File: src/rtl/cnn_accel_pkg.sv
// Shared types and sizing helpers for the CNN accelerator result reader.
package cnn_accel_pkg;

  typedef enum logic [2:0] {
    ST_IDLE,
    ST_READ,
    ST_WAIT,
    ST_EMIT,
    ST_DONE
  } state_e;

  function automatic int unsigned num_words(input int unsigned bus_w, input int unsigned data_w);
    return bus_w / data_w;
  endfunction

  function automatic int unsigned cnt_w(input int unsigned max_size);
    return $clog2(max_size) + 1;
  endfunction

  function automatic int unsigned lane_w(input int unsigned nw);
    return (nw > 1) ? $clog2(nw) : 1;
  endfunction

  localparam int unsigned NUM_WORDS = num_words(64, 32);
  localparam int unsigned CNT_W     = cnt_w(4096);
  localparam int unsigned LANE_W    = lane_w(NUM_WORDS);

endpackage

File: src/rtl/bus_word_unpacker.sv
// Lane buffer(s) that turn loaded bus words into a valid/ready/last result stream.
// With PREFETCH set, two buffers form a ping-pong FIFO so loading overlaps emission.
module bus_word_unpacker
  import cnn_accel_pkg::*;
#(
  parameter int unsigned DATA_WIDTH = 32,
  parameter int unsigned NUM_WORDS  = 2,
  parameter int unsigned LANE_W     = 1,
  parameter bit          PREFETCH   = 1'b0
) (
  input  logic                              clk_i,
  input  logic                              rst_ni,
  input  logic                              load_i,
  input  logic [NUM_WORDS*DATA_WIDTH-1:0]   word_i,
  input  logic [LANE_W-1:0]                 last_lane_i,
  input  logic                              final_i,
  input  logic                              ready_i,
  output logic [DATA_WIDTH-1:0]             data_o,
  output logic                              valid_o,
  output logic                              last_o,
  output logic                              free_o
);

  logic [NUM_WORDS-1:0][DATA_WIDTH-1:0] word_q [2];
  logic [LANE_W-1:0]                    lastl_q [2];
  logic [1:0]                           fin_q;
  logic [1:0]                           full_q, full_d;
  logic                                 rd_q, wr_q;
  logic [LANE_W-1:0]                    lane_q;
  logic                                 hs, at_last_lane, drain;

  assign valid_o      = full_q[rd_q];
  assign data_o       = word_q[rd_q][lane_q];
  assign at_last_lane = (lane_q == lastl_q[rd_q]);
  assign last_o       = valid_o & fin_q[rd_q] & at_last_lane;
  assign hs           = valid_o & ready_i;
  assign drain        = hs & at_last_lane;

  // Occupancy after this edge, so the FSM can issue a read that lands in a buffer freed now.
  always_comb begin
    full_d = full_q;
    if (drain)  full_d[rd_q] = 1'b0;
    if (load_i) full_d[wr_q] = 1'b1;
  end

  assign free_o = ~full_d[0] | (PREFETCH & ~full_d[1]);

  always_ff @(posedge clk_i) begin
    if (!rst_ni) begin
      for (int unsigned i = 0; i < 2; i++) begin
        word_q[i]  <= '0;
        lastl_q[i] <= '0;
      end
      fin_q  <= '0;
      full_q <= '0;
      rd_q   <= 1'b0;
      wr_q   <= 1'b0;
      lane_q <= '0;
    end else begin
      full_q <= full_d;
      if (hs) lane_q <= drain ? '0 : lane_q + 1'b1;
      if (drain && PREFETCH) rd_q <= ~rd_q;
      if (load_i) begin
        word_q[wr_q]  <= word_i;
        lastl_q[wr_q] <= last_lane_i;
        fin_q[wr_q]   <= final_i;
        if (PREFETCH) wr_q <= ~wr_q;
      end
    end
  end

endmodule

File: src/rtl/cnn_result_reader.sv
// Reads a block of packed results from bus memory and streams them out lane 0 first.
// Define CNN_RESULT_READER_PREFETCH_EN for a ping-pong buffer that overlaps reads with emission.
module cnn_result_reader
  import cnn_accel_pkg::*;
#(
  parameter int unsigned BUS_ADDR_WIDTH = 32,
  parameter int unsigned BUS_DATA_WIDTH = 64,
  parameter int unsigned DATA_WIDTH     = 32,
  parameter int unsigned MAX_SIZE       = 4096
) (
  input  logic                          clkIn,
  input  logic                          rstIn,
  input  logic                          startIn,
  input  logic [BUS_ADDR_WIDTH-1:0]     baseAddrIn,
  input  logic [cnt_w(MAX_SIZE)-1:0]    numWordsIn,
  output logic                          rdEnOut,
  output logic [BUS_ADDR_WIDTH-1:0]     addrOut,
  input  logic [BUS_DATA_WIDTH-1:0]     rdDataIn,
  output logic [DATA_WIDTH-1:0]         dataOut,
  output logic                          validOut,
  output logic                          lastOut,
  input  logic                          readyIn,
  output logic                          busyOut,
  output logic                          doneOut
);

  localparam int unsigned NW = num_words(BUS_DATA_WIDTH, DATA_WIDTH);
  localparam int unsigned CW = cnt_w(MAX_SIZE);
  localparam int unsigned LW = lane_w(NW);
`ifdef CNN_RESULT_READER_PREFETCH_EN
  localparam bit PREFETCH = 1'b1;
`else
  localparam bit PREFETCH = 1'b0;
`endif

  state_e                    state_q, state_d;
  logic [BUS_ADDR_WIDTH-1:0] addr_q, addr_d;
  logic [CW-1:0]             toread_q, toread_d;
  logic [CW-1:0]             take;
  logic                      final_word, load, buf_free;

  // toread counts results not yet loaded; the word in flight carries min(toread, NW) lanes.
  assign final_word = (toread_q <= CW'(NW));
  assign take       = final_word ? toread_q : CW'(NW);
  assign load       = (state_q == ST_WAIT);

  bus_word_unpacker #(
    .DATA_WIDTH (DATA_WIDTH),
    .NUM_WORDS  (NW),
    .LANE_W     (LW),
    .PREFETCH   (PREFETCH)
  ) u_unpacker (
    .clk_i       (clkIn),
    .rst_ni      (rstIn),
    .load_i      (load),
    .word_i      (rdDataIn),
    .last_lane_i (LW'(take - 1'b1)),
    .final_i     (final_word),
    .ready_i     (readyIn),
    .data_o      (dataOut),
    .valid_o     (validOut),
    .last_o      (lastOut),
    .free_o      (buf_free)
  );

  always_comb begin
    state_d  = state_q;
    addr_d   = addr_q;
    toread_d = toread_q;
    rdEnOut  = 1'b0;
    addrOut  = '0;
    busyOut  = 1'b0;
    doneOut  = 1'b0;
    case (state_q)
      ST_IDLE: begin
        if (startIn) begin
          addr_d   = baseAddrIn;
          toread_d = numWordsIn;
          state_d  = (numWordsIn != '0) ? ST_READ : ST_DONE;
        end
      end
      ST_READ: begin
        busyOut = 1'b1;
        rdEnOut = 1'b1;
        addrOut = addr_q;
        addr_d  = addr_q + 1'b1;
        state_d = ST_WAIT;
      end
      ST_WAIT: begin
        busyOut  = 1'b1;
        toread_d = toread_q - take;
        state_d  = ((toread_d != '0) && buf_free) ? ST_READ : ST_EMIT;
      end
      ST_EMIT: begin
        busyOut = 1'b1;
        if (lastOut && readyIn)                     state_d = ST_DONE;
        else if ((toread_q != '0) && buf_free)      state_d = ST_READ;
      end
      ST_DONE: begin
        doneOut = 1'b1;
        state_d = ST_IDLE;
      end
      default: state_d = ST_IDLE;
    endcase
  end

  always_ff @(posedge clkIn) begin
    if (!rstIn) begin
      state_q  <= ST_IDLE;
      addr_q   <= '0;
      toread_q <= '0;
    end else begin
      state_q  <= state_d;
      addr_q   <= addr_d;
      toread_q <= toread_d;
    end
  end

endmodule

File: config.mk
export PLATFORM = sky130hd
export DESIGN_NAME = cnn_result_reader
export DESIGN_NICKNAME = d
export VERILOG_FILES = /design/src/rtl/cnn_accel_pkg.sv /design/src/rtl/bus_word_unpacker.sv /design/src/rtl/cnn_result_reader.sv
export SDC_FILE = /design/constraint.sdc
export NUM_CORES = 1
export LEC_CHECK = 0
export CORE_MARGIN = 5
export CORE_UTILIZATION = 48
export CTS_CLUSTER_SIZE = 40
export DETAILED_ROUTE_END_ITERATION = 7
export PLACE_DENSITY = 0.81
export SLEW_MARGIN = 20
export SYNTH_ARGS = -nofsm -noshare
export SYNTH_HDL_FRONTEND = slang
export SYNTH_HIERARCHICAL = 1
export SYNTH_SLANG_ARGS = --single-unit
File: constraint.sdc
create_clock -name clkIn -period 4.79 [get_ports clkIn]
set_input_delay 0.7185 -clock clkIn [delete_from_list [all_inputs] [get_ports clkIn]]
set_output_delay 0.7185 -clock clkIn [all_outputs]
set_load 0.05 [all_outputs]
==> results of run 1 <==
==> layout make-up <==
type	count	area, um2
Multi-Input combinational cell	450	3010
Sequential cell	116	2960
Inverter	10	37.5
Clock buffer	17	425
Tap cell	172	215
Clock inverter	15	225
Fill cell	966	3970
Timing Repair Buffer	190	1870
==> placed cells by master, fill, tap and decap left out, types with 3 or more instances in the layout <==
| cell type | synthesis | routed |
|---|---|---|
| a32oi_1 | 3 | 3 |
| o21a_1 | 7 | 7 |
| or4_1 | 3 | 3 |
| nor3_1 | 16 | 16 |
| clkbuf_16 | 0 | 17 |
| and4_1 | 5 | 5 |
| edfxtp_1 | 64 | 64 |
| a31o_2 | 3 | 3 |
| nand2_1 | 34 | 34 |
| nor2b_1 | 4 | 4 |
| and2_1 | 32 | 32 |
| or3_1 | 5 | 5 |
| bufinv_16 | 0 | 5 |
| dfxtp_1 | 52 | 51 |
| o21ai_0 | 26 | 26 |
| inv_6 | 0 | 5 |
| a31oi_1 | 9 | 9 |
| buf_4 | 4 | 9 |
| mux2i_1 | 5 | 5 |
| o311ai_0 | 3 | 3 |
| and3_1 | 72 | 72 |
| inv_1 | 9 | 9 |
| nor4_1 | 6 | 6 |
| clkdlybuf4s50_1 | 0 | 180 |
| mux2_2 | 7 | 7 |
| nand4_1 | 17 | 17 |
| a22oi_1 | 11 | 11 |
| mux2_4 | 30 | 30 |
| nand3_1 | 16 | 16 |
| a21oi_1 | 46 | 46 |
| nor2_1 | 45 | 45 |
| clkinv_1 | 1 | 3 |
==> critical path, cell delays in order (launching register included) <==
cell and delay, ps:
dfxtp_1 480, or3b_1 390, buf_4 240, inv_1 400
buf_4 310, and2_1 190, clkdlybuf4s50_1 810
==> sequential cells by signal, summed over array words and instances, names as in the netlist <==
| signal | count |
|---|---|
| state_q | 3 |
| u_unpacker/word_q | 64 |
| u_unpacker/lastl_q | 1 |
| u_unpacker/fin_q | 1 |
| u_unpacker/full_q | 1 |
| u_unpacker/lane_q | 1 |
| toread_q | 13 |
| addr_q | 32 |
==> layer usage <==
metal / GRT usage, % / wire length (um) / part of all wire (%) / vias up
met5: 0 / 0 / 0 / -
met4: 6.64 / 269 / 1.5 / 0
met3: 6.09 / 1540 / 8.5 / 31
met2: 36.8 / 8470 / 47 / 321
met1: 28.5 / 7720 / 43 / 2707
li1: - / - / - / 2661
==> through the flow <==
stage               utilization (%)  cell area [um2]  cells  power, W
floorplan                         -             6300    625   0.00156
global placement               63.6             8100    938   0.00176
detailed placement             63.6             8100    938   0.00178
CTS                            68.7             8750    970   0.00318
global route                   68.8             8750    970   0.00328
finish                         68.8             8750    970   0.00318
==> cell families (layout without fill, tap and decap cells) <==
family | count (synthesis) | in the layout | synth area share (%)
buf+inv | 59 | 232 | 5.44
xor+xnor | 3 | 3 | 0.417
simple gates | 271 | 271 | 24.5
compound gates | 131 | 131 | 13.0
other cells | 1 | 1 | 0.0595
mux | 42 | 42 | 9.20
fa+ha+maj | 2 | 2 | 0.397
flops | 116 | 116 | 47.0
==> final timing paths <==
check | start | end | slack (ps) | cells past startpoint
setup / recovery | state_q[0] | addrOut[5] | 840 | 6
hold / removal | u_unpacker/fin_q[0] | u_unpacker/fin_q[0] | 520 | 2
setup reg to reg | toread_q[4] | state_q[1] | 1920 | 9
hold reg to reg | u_unpacker/fin_q[0] | u_unpacker/fin_q[0] | 520 | 2
==> power breakdown <==
group | switching [W] | internal, W | leakage [nW]
Clock | 0.000477 | 0.000928 | 0.310
Sequential | 0.0000662 | 0.00113 | 1.10
Combinational | 0.000329 | 0.000251 | 2.04
Total | 0.000872 | 0.00231 | 3.44
==> metrics.txt, run 1 <==
grt ovf 0; # hold bufs at CTS 0; Synth Cell Area 6300 um2; Max Transition Viols Final 0; Worst setup EP type primary output; gr usage total between 20% and 30%; CTS Buf Count 17; Die Wd about 120 um; largest area contributor in the netlist edfxtp_1; CTS tree built; Setup TNS Final 0 ps; Max transition margin around 29%; clk root buf clkbuf_16; Die Y around 120 um; Final setup viols 0; die area approximately 16000 um2; core area about 13000 um2; Max Fclk around 0.25 GHz; worst slack at placement around 1300 ps; Worst-path clk slew about 50 ps; gpl congestion ~0.87; sequential share of the synthesized area between 40% and 50%; hpwl dp 12200 um; Area growth, synth to finish 38.9%; detailed router's first-iteration violation count ~750; EDFF count, synth 64; Initial Util between 40% and 50%; share of layout cells above drive strength 1 between 10 and 15%; Static Leak roughly 3.4 nW; Final Critical Period approximately 3900 ps; I/O pins 182; total number of vias roughly 5700; Mean Syn Cell Area about 10 um2; initial antenna violation count 0; status completed; Primary FF master, synth edfxtp_1; Synth Warn # 6; Startpoint Class register; post-route setup slack 842 ps; synth top area cells edfxtp_1 31%, dfxtp_1 17%, and3_1 7.2%; PostCTS Resize Cnt 0; # diodes 0; Critical Path RT just over 4000 ps; Max-cap violations 0; arrival time worst endpoint 3230 ps; top-area cell type share of the netlist area 30.5%; Slew @ Worst Pin approximately 1100 ps; RSZ-0062 raised after global routing no; library cells used by synthesis 63; global-route wire length before repair 28900 um; Total Wirelength 18000 um; clk sinks 116; Tcrit/Tclk final about 82%; CTS Buffer Depth 2; vias in the first global route roughly 5700; critical path type reg -> out; Post-route DRC 0; Power per Cell Area roughly 360 nW/um2; most frequent cell after synthesis and3_1; most common library cells after synthesis 72 x and3_1, 64 x edfxtp_1, 52 x dfxtp_1, 46 x a21oi_1, 45 x nor2_1; num rows 41; Cells after Synth roughly 630; worst skew pair latency just over 400 ps; DR pass1 iterations 6; final hold vios 0; clock skew 18.3 ps; setup bufs post-CTS 0; H-tree lvl count 4; Seq cells post-synth 116; number of buffers added on ports 181; Max VDD drop roughly 0.00019 V; wire per inst about 19 um; async set or reset register ratio after synthesis 0%; syn nets between 700 and 800; Tightest Hold Check Type reg -> reg; final net count 900; maximum fanout along the worst path 28; hold slack final approximately 520 ps; antenna viol nets, final 0; mean number of vias per cell approximately 5.9; largest net degree at the start of global routing 83
(Power assumes the default switching activity.)
==> inputs of run 2 (changes only) <==
==> constraint.sdc (replaced) <==
create_clock -name clkIn -period 4.06 [get_ports clkIn]
set_input_delay 0.609 -clock clkIn [delete_from_list [all_inputs] [get_ports clkIn]]
set_output_delay 0.609 -clock clkIn [all_outputs]
set_load 0.05 [all_outputs]
==> run 2 against run 1 <==
Net effect:
- hold slack lost 6.6 ps
- sequential share of layout area is 0.18 points higher
- die area did not move
- largest power group unchanged
- register-to-register slack worse by 750 ps
- worst setup slack worse by 460 ps
- critical endpoint is now addrOut[0]
- highest routed layer unchanged
- total power rose by 13%
- combinational power increased by 18%
- first-iteration DRC count fell by 27%
- clock-buffer cell count did not move
- wire length fell by 0.74%
==> metrics.txt, run 2 (synthesis results as in run 1) <==
status completed; Max transition margin 30.5% (+1.1 points); # diodes 0 (unchanged); Max-cap violations 0 (unchanged); CTS tree built; startpoint of the worst-slack reg-to-reg timing path toread_q[4]; CTS Buf Count 17 (unchanged); # hold bufs at CTS 0 (unchanged); combinational share of power 19.1% (+0.9 points); fill count 1004 (+3.9%); Sw Share 27.9% (+0.42 points); Setup TNS Final 0 ps (unchanged); RSZ-0062 raised after global routing no; die area 15500 um2 (unchanged); total number of vias 5663 (-1.0%); Post-route DRC 0 (unchanged); global-route wire length before repair 29300 um (+1.3%); Critical Path Source state_q[0]; Max Transition Viols Final 0 (unchanged); Total Wirelength 17900 um (-0.74%); arrival time worst endpoint 3070 ps (-160 ps); Worst Setup EP addrOut[0]; mean number of vias per cell 5.83 (-1.2%); initial antenna violation count 0 (unchanged); Die Y 125 um (unchanged); number of buffers added on ports 181 (unchanged); r2r setup slk 1170 ps (-750 ps); Clock Power Share 41.7% (-2.5 points); CTS Buffer Depth 2 (unchanged); worst skew pair latency 400 ps (about the same); gr usage total 22.7% (+0.41 points); largest reg by FF count u_unpacker/word_q; Die Wd 125 um (unchanged); largest net degree at the start of global routing 83 (unchanged); Final setup viols 0 (unchanged); Critical Path RT 3450 ps (-620 ps); vias in the first global route 5721 (+0.25%); Crit Reg-Reg Endpoint state_q[1]; flip-flop count of the largest register after layout 64 (unchanged); Max VDD drop 0.000210 V (+10%); Startpoint Class register; Area growth, synth to finish 38.2%; PostCTS Resize Cnt 0 (unchanged); DR pass1 iterations 7 (+1); final net count 903 (+0.33%); Pint 0.00258 W (+12%); Tightest Hold Check Type reg -> reg; registers with the most flip-flops u_unpacker/word_q: 64 flops, addr_q: 32 flops, toread_q: 13 flops; Worst setup EP type primary output; clk root buf clkbuf_16; Tcrit/Tclk final between 90% and 100%; Worst-path clk slew 60 ps (about the same); Reg2Reg Depth 9 (unchanged); wire per inst 18.4 um (-0.95%); critical path type reg -> out; Final Critical Period ~3700 ps; setup bufs post-CTS 0 (unchanged); final hold vios 0 (unchanged); H-tree lvl count 4 (unchanged); Slew @ Worst Pin 1040 ps (-16.3 ps); clock skew 8.58 ps (-9.73 ps); Initial Util 49.5% (unchanged); maximum fanout along the worst path 34 (+21%); Psw 0.000998 W (+14%); hpwl dp 12300 um (+0.52%); gpl congestion 0.839 (-3.7%); Power per Cell Area 411 nW/um2 (+13%); Static Leak 3.43 nW (-0.43%); commonest non-fill, non-tap cell in the layout clkdlybuf4s50_1; antenna viol nets, final 0 (unchanged); Area after DPL 8120 um2 (+0.28%); core area 12700 um2 (unchanged); fin area 8710 um2 (-0.51%); share of layout cells above drive strength 1 11.6% (+0.35 points); I/O pins 182 (unchanged); detailed router's first-iteration violation count 552 (-27%); Max Fclk 0.272 GHz; clk sinks 116 (unchanged); Seq pwr share 39.3% (+1.8 points); grt ovf 0 (unchanged); num rows 41 (unchanged); most frequent cells in the layout 180 x clkdlybuf4s50_1, 72 x and3_1, 64 x edfxtp_1
-- run 2: cell count changes in the layout (fill, tap and decap cells not counted) --
| cell | previous run | this run |
|---|---|---|
| buf_4 | 9 | 12 |
| bufinv_16 | 5 | 3 |
| clkinv_1 | 3 | 2 |
| clkinv_2 | 0 | 4 |
| clkinv_4 | 1 | 2 |
| clkinvlp_4 | 2 | 3 |
| inv_6 | 5 | 1 |
| nand2b_2 | 0 | 1 |
| nand2b_4 | 1 | 0 |
-- run 2: power by group through the flow --
| stage | Sequential, W | Combinational (W) | Clock (W) |
|---|---|---|---|
| finish | 0.00141 | 0.000683 | 0.00149 |
| global placement | 0.00142 | 0.000659 | 0 |
| detailed placement | 0.00143 | 0.000675 | 0 |
| global route | 0.00142 | 0.000730 | 0.00158 |
| floorplan | 0.00140 | 0.000445 | 0 |
| CTS | 0.00140 | 0.000680 | 0.00151 |
-- run 2: worst min path at each step --
stage | from | to | slack, ps | cells past startpoint
final | toread_q[7] | toread_q[7] | 520 | 2
after global routing | toread_q[7] | toread_q[7] | 540 | 2
after CTS | toread_q[7] | toread_q[7] | 510 | 2
after detailed placement | toread_q[7] | toread_q[7] | 500 | 2
after global placement | toread_q[7] | toread_q[7] | 490 | 2
after floorplan | toread_q[7] | toread_q[7] | 470 | 2
-- run 2: layer usage --
layer  global-route usage [%]  wire (um)  up-vias
li1                         -          -     2671
met1                     29.3       7950     2687
met2                     36.4       8200      280
met3                     7.08       1500       25
met4                     7.03        225        0
met5                        0          0        -
-- run 2: worst max-delay path, stage by stage, from the launching register on --
cell and delay [ps]:
dfxtp_1 490, or3b_1 410, inv_1 680, and2_1 260, clkdlybuf4s50_1 820
-- run 2: per-stage QoR --
stage,total power [W],setup slack (ps),hold slack (ps),instances,utilization (%)
4_1_cts,0.00360,378,507,972,68.4
5_1_grt,0.00372,217,536,972,68.4
6_report,0.00358,384,517,972,68.4
2_1_floorplan,0.00184,621,467,625,-
3_5_place_dp,0.00210,843,499,941,63.8
3_3_place_gp,0.00208,948,487,941,63.8
-- run 2: final cells by class --
type | count | area (um2) | share of cell area (%)
repair buffers | 193 | 1900 | 21.8
well taps | 172 | 215 | 2.47
inverters | 10 | 37.5 | 0.431
multi-input cells | 450 | 3000 | 34.5
flip-flops and latches | 116 | 2960 | 34.0
clock buffers | 17 | 425 | 4.89
clock inverters | 14 | 163 | 1.87
